--- config.mk ---
export PLATFORM = sky130hd
export DESIGN_NAME = imem_loader
export DESIGN_NICKNAME = d
export VERILOG_FILES = /design/src/rtl/imem_loader.sv
export SDC_FILE = /design/constraint.sdc
export NUM_CORES = 1
export LEC_CHECK = 0
export BUFFER_PORTS_ARGS = -buffer_cell sky130_fd_sc_hd__buf_2
export CORE_MARGIN = 2
export CORE_UTILIZATION = 60
export CTS_CLUSTER_DIAMETER = 120
export DETAILED_ROUTE_END_ITERATION = 12
export MAX_ROUTING_LAYER = met4
export PLACE_DENSITY = 0.86
export SYNTH_ARGS = -nofsm -noshare
export SYNTH_HDL_FRONTEND = slang
export SYNTH_SLANG_ARGS = --single-unit
--- constraint.sdc ---
create_clock -name clk -period 5 [get_ports clk]
set_input_delay 0.5 -clock clk [delete_from_list [all_inputs] [get_ports clk]]
set_output_delay 0.5 -clock clk [all_outputs]
set_load 0.01 [all_outputs]
--- src/rtl/imem_loader.sv ---
// Byte-stream instruction-memory loader: 16-bit word count, then big-endian words.
// Define IMEM_LOADER_CHECKSUM_EN to require a trailing XOR checksum byte per session.
module imem_loader #(
  parameter int          MAX_WORDS = 1024,
  parameter logic [31:0] BASE_ADDR = 32'h0000_0000
) (
  input  logic        clk,
  input  logic        rst,
  input  logic        start,
  input  logic [7:0]  rx_data,
  input  logic        rx_valid,
  output logic        rx_ready,
  output logic        mem_we,
  output logic [31:0] mem_addr,
  output logic [31:0] mem_wdata,
  output logic        busy,
  output logic        done,
  output logic        error,
  output logic        cpu_hold
);

  typedef enum logic [2:0] {
    IDLE, LEN_HI, LEN_LO, DATA, WRITE, CHK, DONE, ERR
  } state_t;

  localparam logic [31:0] MAX_WORDS_U = 32'(MAX_WORDS);

  state_t      state_q, state_d;
  logic [15:0] len_q, len_d;
  logic [15:0] idx_q, idx_d;
  logic [1:0]  byte_cnt_q, byte_cnt_d;
  logic [31:0] word_q, word_d;
  logic [31:0] mem_addr_q, mem_addr_d;
  logic [31:0] mem_wdata_q, mem_wdata_d;
`ifdef IMEM_LOADER_CHECKSUM_EN
  logic [7:0]  chk_q, chk_d;
`endif

  logic        accept;
  logic [15:0] len_full;
  logic [15:0] idx_inc;

  assign accept   = rx_valid && rx_ready;
  assign len_full = {len_q[15:8], rx_data};
  assign idx_inc  = idx_q + 16'd1;

  always_ff @(posedge clk) begin
    if (rst) begin
      state_q     <= IDLE;
      len_q       <= '0;
      idx_q       <= '0;
      byte_cnt_q  <= '0;
      word_q      <= '0;
      mem_addr_q  <= '0;
      mem_wdata_q <= '0;
`ifdef IMEM_LOADER_CHECKSUM_EN
      chk_q       <= '0;
`endif
    end else begin
      state_q     <= state_d;
      len_q       <= len_d;
      idx_q       <= idx_d;
      byte_cnt_q  <= byte_cnt_d;
      word_q      <= word_d;
      mem_addr_q  <= mem_addr_d;
      mem_wdata_q <= mem_wdata_d;
`ifdef IMEM_LOADER_CHECKSUM_EN
      chk_q       <= chk_d;
`endif
    end
  end

  always_comb begin
    state_d = state_q;
    case (state_q)
      IDLE, DONE, ERR: if (start) state_d = LEN_HI;
      LEN_HI:          if (accept) state_d = LEN_LO;
      LEN_LO: begin
        if (accept) begin
          if (len_full == 16'd0)
`ifdef IMEM_LOADER_CHECKSUM_EN
            state_d = CHK;
`else
            state_d = DONE;
`endif
          else if ({16'd0, len_full} > MAX_WORDS_U)
            state_d = ERR;
          else
            state_d = DATA;
        end
      end
      DATA:  if (accept && byte_cnt_q == 2'd3) state_d = WRITE;
      WRITE: begin
        if (idx_inc == len_q)
`ifdef IMEM_LOADER_CHECKSUM_EN
          state_d = CHK;
`else
          state_d = DONE;
`endif
        else
          state_d = DATA;
      end
`ifdef IMEM_LOADER_CHECKSUM_EN
      CHK: if (accept) state_d = (rx_data == chk_q) ? DONE : ERR;
`endif
      default: state_d = IDLE;
    endcase
  end

  // The write address/data are latched as the 4th byte arrives so they are
  // stable during WRITE and simply hold afterwards.
  always_comb begin
    len_d       = len_q;
    idx_d       = idx_q;
    byte_cnt_d  = byte_cnt_q;
    word_d      = word_q;
    mem_addr_d  = mem_addr_q;
    mem_wdata_d = mem_wdata_q;
`ifdef IMEM_LOADER_CHECKSUM_EN
    chk_d       = chk_q;
`endif
    case (state_q)
      IDLE, DONE, ERR: begin
        if (start) begin
          len_d      = '0;
          idx_d      = '0;
          byte_cnt_d = '0;
`ifdef IMEM_LOADER_CHECKSUM_EN
          chk_d      = '0;
`endif
        end
      end
      LEN_HI: if (accept) len_d[15:8] = rx_data;
      LEN_LO: if (accept) len_d[7:0]  = rx_data;
      DATA: begin
        if (accept) begin
          word_d     = {word_q[23:0], rx_data};
          byte_cnt_d = byte_cnt_q + 2'd1;
`ifdef IMEM_LOADER_CHECKSUM_EN
          chk_d      = chk_q ^ rx_data;
`endif
          if (byte_cnt_q == 2'd3) begin
            mem_addr_d  = BASE_ADDR + {14'd0, idx_q, 2'b00};
            mem_wdata_d = {word_q[23:0], rx_data};
          end
        end
      end
      WRITE:   idx_d = idx_inc;
      default: ;
    endcase
  end

  always_comb begin
    rx_ready = 1'b0;
    mem_we   = 1'b0;
    busy     = 1'b0;
    done     = 1'b0;
    error    = 1'b0;
    cpu_hold = 1'b1;
    case (state_q)
      LEN_HI, LEN_LO, DATA: begin
        rx_ready = 1'b1;
        busy     = 1'b1;
      end
      WRITE: begin
        mem_we = 1'b1;
        busy   = 1'b1;
      end
      CHK: begin
        rx_ready = 1'b1;
        busy     = 1'b1;
      end
      DONE: begin
        done     = 1'b1;
        cpu_hold = 1'b0;
      end
      ERR:     error = 1'b1;
      default: ;
    endcase
  end

  assign mem_addr  = mem_addr_q;
  assign mem_wdata = mem_wdata_q;

endmodule

# Yosys cells after proc, flatten, opt, wreduce, memory -nomap -nowiden

Index checks and enable logic that the tools add are counted.

Register bits: 109
Output and inout port bits: 70
Logic and storage cells: 65

$add $sub $neg: 2
Magnitude comparators: 1
Eq/ne operators: 14
Multiplexer cells: 22
Reduce and logical (&&, ||, !) cells: 18

Operators with widths:

| operator                                                               | number |
|---|---|
| 16-bit one-hot mux with 2 select lines                                 | 1 |
| 8-bit one-hot mux with 2 select lines                                  | 2 |
| 3-bit two-way mux                                                      | 7 |
| 16-bit by 1-bit adder with 16-bit output, second input constant        | 1 |
| 16-bit equality test                                                   | 1 |
| 16-bit by 11-bit > comparator with 1-bit output, second input constant | 1 |
| 16-bit logical NOT                                                     | 1 |
| 16-bit two-way mux                                                     | 1 |
| 3-bit one-hot mux with 5 select lines                                  | 1 |
| 3-bit equality test, second input constant                             | 4 |
| 3-bit AND reduction                                                    | 4 |
| 2-bit inequality test, second input constant                           | 5 |
| 8-bit two-way mux                                                      | 1 |
| 2-bit nonzero test                                                     | 4 |
| 3-bit by 2-bit equality test with 1-bit output, second input constant  | 2 |
| 1-bit two-way mux                                                      | 6 |
| 5-bit OR reduction                                                     | 1 |
| 2-bit two-way mux                                                      | 2 |
| 2-bit one-hot mux with 2 select lines                                  | 1 |
| 2-bit AND reduction                                                    | 2 |
| 4-bit AND reduction                                                    | 1 |
| 4-bit OR reduction                                                     | 1 |
| 3-bit by 1-bit equality test with 1-bit output, second input constant  | 1 |
| 3-bit logical NOT                                                      | 1 |
| other kinds (4)                                                        | 5 |

# Depth between registers and ports, before layout

Gate-level depths: netlist of run 1.

Word-level depth: 7
Mapped depth: 8
Depth with buffers taken out: 7

# Worst setup path after synthesis of run 1

No wires, ideal clock.

Kind: reg2reg
Start point: register idx_q[1]
End point: register state_q[0]
Library setup time: 133 ps
Arrival: 1816 ps
Data required time: 4867 ps
Slack: 3052 ps
Cell stages (with the launch flop): 8
Buffers on the path: 0
Period minus slack after synthesis: 1948 ps
Cell sequence: dfxtp_1 > ha_1 > nand3_1 > nor3_1 > xnor2_1 > nand4_1 > a2111oi_2 > o31ai_1

Cells in the longest elaborated chain, start to end: 4

Ends and longest elaborated chain:

| element                                  | RTL line | RTL |
|---|---|---|
| start, declared                          | 30       | `logic [15:0] idx_q, idx_d;` |
| start signal, assigned                   | 62       | `idx_q <= idx_d;` |
| 16-bit by 1-bit adder with 16-bit output | 45       | `assign idx_inc = idx_q + 16'd1;` |
| 16-bit equality test                     | 94       | `if (idx_inc == len_q)` |
| 3-bit two-way mux                        | 94       |  |
| 3-bit one-hot mux with 5 select lines    | 75       | `case (state_q)` |
| end signal, assigned                     | 60       | `state_q <= state_d;` |
| end, declared                            | 28       | `state_t state_q, state_d;` |

Every way passes these cells.
A chain may end at the register's enable or synchronous reset.

# Worst setup path in the final report of run 1

Start point: register state_q[1]
End point: output port mem_we

Cells in the longest elaborated chain, start to end: 2

Ends and longest elaborated chain:

| element             | RTL line | RTL |
|---|---|---|
| 3-bit equality test | 160      | `case (state_q)` |
| 1-bit two-way mux   | 160      |  |
| end, declared       | 13       | `output logic mem_we,` |

Every way passes these cells.

==> results of run 1 <==
==> power by group through the flow <==
stage | clock network, mW | registers, mW | logic [mW]
finish | 0.554 | 0.885 | 0.106
floorplan | 0 | 0.899 | 0.0881
detailed placement | 0 | 0.905 | 0.104
global placement | 0 | 0.905 | 0.101
global route | 0.589 | 0.887 | 0.117
CTS | 0.556 | 0.885 | 0.104
==> Yosys cell counts (all sizes together) (2+ instances only) <==
cell	instances	area [um2]
nand2	177	664.4
dfxtp	109	2182
a21oi	104	524.3
buf	32	206.5
nor2	32	120.1
clkbuf	31	116.4
nand3	24	125.1
xnor2	20	175.2
o21ai	13	65.06
nor3	12	60.06
a22oi	8	60.06
a211oi	6	45.04
nand4	6	43.79
nor4	6	50.04
xor2	6	52.55
inv	5	18.77
and2	4	25.02
o211ai	4	30.03
or3	4	25.02
a311oi	3	26.28
nand2b	3	18.77
o31ai	3	27.52
or2	3	18.78
a31oi	2	12.51
and3	2	12.51
ha	2	25.02
or4	2	15.01
==> cell families after synthesis <==
logic type,share of synthesized area
AND/OR/NAND/NOR,0.2473
buffers and inverters,0.06996
AO/OA/AOI/OAI,0.1832
XOR/XNOR,0.04664
other,0.0007681
adder cells (fa/ha/maj),0.005125
flip-flops,0.4469
==> how the worst min path moves through the flow <==
stage	start	end
finish	rx_data[0]	mem_wdata[0]
global route	rx_data[4]	mem_wdata[4]
CTS	rx_data[0]	mem_wdata[0]
detailed placement	mem_wdata[18]	mem_wdata[18]
global placement	mem_wdata[11]	mem_wdata[11]
floorplan	word_q[16]	mem_wdata[24]
==> area by class of cell <==
type | count | area share
clock buffers | 9 | 0.02334
clock inverters | 6 | 0.01556
inverters | 5 | 0.003536
multi-input cells | 476 | 0.4550
flip-flops and latches | 109 | 0.4111
well taps | 102 | 0.02405
repair buffers | 69 | 0.06742
==> critical path, stage by stage (launching register included) <==
cell,delay [ps]
dfxtp_1,540
nor2_1,120
nand2_1,560
inv_1,450
buf_2,260
==> per-stage QoR <==
| step | utilization | cell area (um2) | std cells | setup WS, ps | hold WS [ps] |
|---|---|---|---|---|---|
| 5_1_grt | 0.6798 | 5308 | 776 | 1967 | 425.6 |
| 4_1_cts | 0.6798 | 5308 | 776 | 2216 | 407.1 |
| 2_1_floorplan | - | 4938 | 653 | 3052 | 432.1 |
| 3_5_place_dp | 0.6534 | 5101 | 761 | 2508 | 444.0 |
| 3_3_place_gp | 0.6534 | 5101 | 761 | 2576 | 439.8 |
| 6_report | 0.6798 | 5308 | 776 | 2197 | 416.9 |
==> per-layer routing <==
layer  GRT usage  vias to the layer above  share of wire
li1            -                     2194              -
met1      0.3844                     2087           0.45
met2      0.4173                      188           0.45
met3     0.03210                       23          0.073
met4     0.08696                        0          0.020
met5           -                        -              0
==> sequential cells by signal (all words and copies together), names as in the netlist <==
name and cells:
mem_wdata 32, word_q 24, idx_q 16, len_q 16, mem_addr 16, state_q 3, byte_cnt_q 2
==> flow_summary.ini, run 1 <==
[outcome]
status = finished clean

[power_and_ir_drop]
combPwrFrac = 0.069
clkPwrFrac = 0.358
powerDensity_mw_per_mm2 = 291.1
power.switching_mw = 0.3996
total_power_mw = 1.545
internal_power_mw = 1.146
leakagePower_nw = 1.934
seqPwrFrac = 0.573
peakVddDrop_uv = 159.7
swShare = 0.2586

[grt]
grt_max_degree = 112
grt_first_pass_wirelength_mm = 18.92
grt.total_usage = 0.2742
antenna_found_initial = 0
grt_remaining_overflow = 0
grt_pass1_vias = 3988

[logic_synthesis]
syn_inst = 638
syn-cell-area_mm2 = 0.004882
avgSynthCellArea_um2 = 7.652
synthArstFlopShare = 0
synth-main-ff-cell = dfxtp_1
synth_edf_count = 0
yosys_warnings = 0
synth-seq-cells = 109
seq_area_frac_synth = 0.4470
synth_cell_types = 51

[cells_and_area]
num_antenna_cells = 0
syn_to_final_growth_pct = 8.713
layout-drive-gt1-share = 0.1380
nFillCells = 656
multiInputGateArea_mm2 = 0.002415
final_cell_mix = nand2_1 (177), dfxtp_1 (109), a21oi_1 (103)
seqCellArea_mm2 = 0.002182
fin_nets = 684
final_common_cell = nand2_1

[die]
dieHeight_um = 94.21
rows = 32
initial_core_util = 0.6253
die_x_um = 94.21
die-area_mm2 = 0.008875
fp.coreArea_mm2 = 0.007807
io_pins = 82

[detailed_routing]
wl_mm = 11.60
drt_iter0_drc = 338
drc = 0
vias_per_cell = 5.789
firstDrtPassIters = 7
drtAntennaViolNets = 0
dr_total_vias = 4492
post_drt_wl_per_cell_um = 14.94

[setup_path]
r2r_cells = 7
reg2reg_slack_ps = 2500
critPathKind = reg2out
crit_end = mem_we
end_kind = output pin
critPathLaunch = state_q[1]
crit_path_max_fanout = 21
cp_data_required_time_ps = 4500
r2r_end = mem_wdata[17]
worstPathArrival_ps = 2300
worstReg2RegStart = state_q[2]
startpoint_type = register

[clock_tree]
cts_max_level = 3
hold_buffers = 0
cts_resized = 0
clockBufferDepth = 2
post_cts_buffers = 0
insertion_delay_ps = 380
cts_tree = built
cts-root-buf = clkbuf_8
clock_sinks = 109
clkTransAtPathRegs_ps = 100
cts_made_buffers = 9

[sta]
setup_viol = 0
finClkSkew_ps = 11.45
report.final.slew_viol_count = 0
finalCriticalPeriod_ps = 2803
final.setup.tns_ps = 0
hold_viol = 0
clock.fmax_mhz = 356.8
rsz0062_at_grt = false
finalCritPeriodShare = 0.5605
slew_headroom = 0.2532
worstMarginPinSlew_ps = 1120

[placement]
port_buffers = 65
place.gp.congestion = 0.9034
dpl.hpwl_mm = 7.998

[hold_path]
whs_path_depth = 3
min_path_type = in2reg

[job]
cap_violations = 0
(Power assumes the default switching activity.)
==> run 2: changes to the inputs <==
--- a/config.mk
+++ b/config.mk
@@ -7,11 +7,11 @@
 export LEC_CHECK = 0
 export BUFFER_PORTS_ARGS = -buffer_cell sky130_fd_sc_hd__buf_2
 export CORE_MARGIN = 2
-export CORE_UTILIZATION = 60
+export CORE_UTILIZATION = 51
 export CTS_CLUSTER_DIAMETER = 120
 export DETAILED_ROUTE_END_ITERATION = 12
 export MAX_ROUTING_LAYER = met4
-export PLACE_DENSITY = 0.86
+export PLACE_DENSITY = 0.78
 export SYNTH_ARGS = -nofsm -noshare
 export SYNTH_HDL_FRONTEND = slang
 export SYNTH_SLANG_ARGS = --single-unit
==> constraint.sdc (replaced) <==
create_clock -name clk -period 2.3 [get_ports clk]
set_input_delay 0.23 -clock clk [delete_from_list [all_inputs] [get_ports clk]]
set_output_delay 0.23 -clock clk [all_outputs]
set_load 0.01 [all_outputs]
==> run 2 against run 1 <==
Sequential power is 120% higher. Critical endpoint is now state_q[0]. Clock power up 110%. First-iteration DRC count rose by 2.1%. Critical path type is now reg2reg. Combinational power rose by 130%. Wire length grew 5.6%. Global-route usage fell by 2.6 points. Critical path depth rose by 3. Non-clock buffer count up 19. Register-to-register slack got worse by 2300 ps. Largest power group unchanged. Final cell count rose by 6.1%. Via count is 0.18% higher.
==> flow_summary.ini, run 2 (synthesis gave the netlist of run 1 again) <==
[outcome]
status = finished clean

[setup_path]
reg2reg_slack_ps = 220
crit_buf_inv = 0
cp_data_required_time_ps = 2550
crit_family = simple AND/OR/NAND/NOR gates
end_kind = register
worstPathCellList = ha_1 -> nand3_1 -> or2_2 -> nor3_1 -> o211ai_1 -> a2111oi_2 -> o31ai_1
slowest_stage = dfxtp_1
critPathKind = reg2reg
crit_path_max_fanout = 6
startpoint_type = register
worstPathArrival_ps = 2330
cp_slowest_stage_delay_ps = 350

[power_and_ir_drop]
combPwrFrac = 0.073
clkPwrFrac = 0.351
leakagePower_nw = 2.041
swShare = 0.2786
powerDensity_mw_per_mm2 = 608.9
total_power_mw = 3.344
seqPwrFrac = 0.576
power.switching_mw = 0.9315
peakVddDrop_uv = 332.8
internal_power_mw = 2.412

[sta]
hold_viol = 0
timing.hold.ws_ps = 142.9
clock.fmax_mhz = 480.8
finalCritPeriodShare = 0.9044
slew_headroom = 0.5474
worstMarginPinSlew_ps = 678.9
setup_viol = 0
rsz0062_at_grt = false
finClkSkew_ps = 19.83
finalCriticalPeriod_ps = 2080
report.final.slew_viol_count = 0
fin_ws_ps = 220.0
final.setup.tns_ps = 0

[detailed_routing]
drtAntennaViolNets = 0
dr_total_vias = 4500
firstDrtPassIters = 5
wl_mm = 12.24
drc = 0
vias_per_cell = 5.468
post_drt_wl_per_cell_um = 14.88
drt_iter0_drc = 345

[die]
io_pins = 82
fp.coreArea_mm2 = 0.009284
rows = 35
initial_core_util = 0.5259
dieHeight_um = 101.8
die-area_mm2 = 0.01037
die_x_um = 101.8

[cells_and_area]
final_common_cell = nand2_1
layout-drive-gt1-share = 0.1628
syn_to_final_growth_pct = 12.48
final_cells = 823
final_cell_mix = nand2_1 (177), dfxtp_1 (109), a21oi_1 (103)
postLayoutCoreUtil = 0.5915
largest_reg_flops = 32
final_area_mm2 = 0.005492
fin_nets = 703
num_antenna_cells = 0

[clock_tree]
cts_resized = 0
clkTransAtPathRegs_ps = 130
post_cts_buffers = 0
cts_max_level = 3
cts-root-buf = clkbuf_8
clockBufferDepth = 2
clock_sinks = 109
insertion_delay_ps = 380
cts_made_buffers = 9
hold_buffers = 0
cts_tree = built

[grt]
grt.total_usage = 0.2481
antenna_found_initial = 0
grt_pass1_vias = 3999
grt_remaining_overflow = 0
grt_max_degree = 61
grt_first_pass_wirelength_mm = 19.71

[job]
cap_violations = 0

[placement]
port_buffers = 65
dp_slack_ps = 247.0
place.gp.congestion = 0.9763
dpl.hpwl_mm = 8.633
placedCellCount = 807
placed_cell_area_mm2 = 0.005290

[hold_path]
min_path_type = in2reg
[run 2: final timing paths]
check / startpoint / to / depth (start not counted)
max reg2reg: idx_q[0] / state_q[0] / 7
max: idx_q[0] / state_q[0] / 7
min: rx_data[6] / len_q[6] / 3
min reg2reg: word_q[21] / mem_wdata[29] / 2
[run 2: final cells by class]
class / instances / area, um2
Inverter: 5 / 18.77
Timing Repair Buffer: 88 / 513.0
Tap cell: 129 / 161.4
Multi-Input combinational cell: 476 / 2415
Sequential cell: 109 / 2182
Clock buffer: 9 / 123.9
Fill cell: 868 / 3792
Clock inverter: 7 / 77.57
[run 2: per-layer routing]
layer | GRT usage | vias up | wire, um
li1 | - | 2236 | -
met1 | 0.3544 | 2054 | 5625
met2 | 0.3583 | 196 | 5400
met3 | 0.03352 | 14 | 1051
met4 | 0.09333 | 0 | 167
met5 | - | - | 0
[run 2: worst reg2reg max path: cells and delay by family, from the launching register on]
| family | cells | cell delay, ps |
|---|---|---|
| DFF | 1 | 350 |
| AOI/OAI and AO/OA | 3 | 540 |
| adders and majority gates | 1 | 280 |
| and+or+nand+nor | 3 | 790 |
[run 2: power groups by stage]
| stage | clock (mW) | sequential, mW | combinational, mW |
|---|---|---|---|
| after floorplan | 0 | 1.95 | 0.192 |
| after global placement | 0 | 1.97 | 0.238 |
| after detailed placement | 0 | 1.97 | 0.240 |
| after CTS | 1.20 | 1.93 | 0.241 |
| after global routing | 1.27 | 1.93 | 0.267 |
| final | 1.17 | 1.93 | 0.244 |
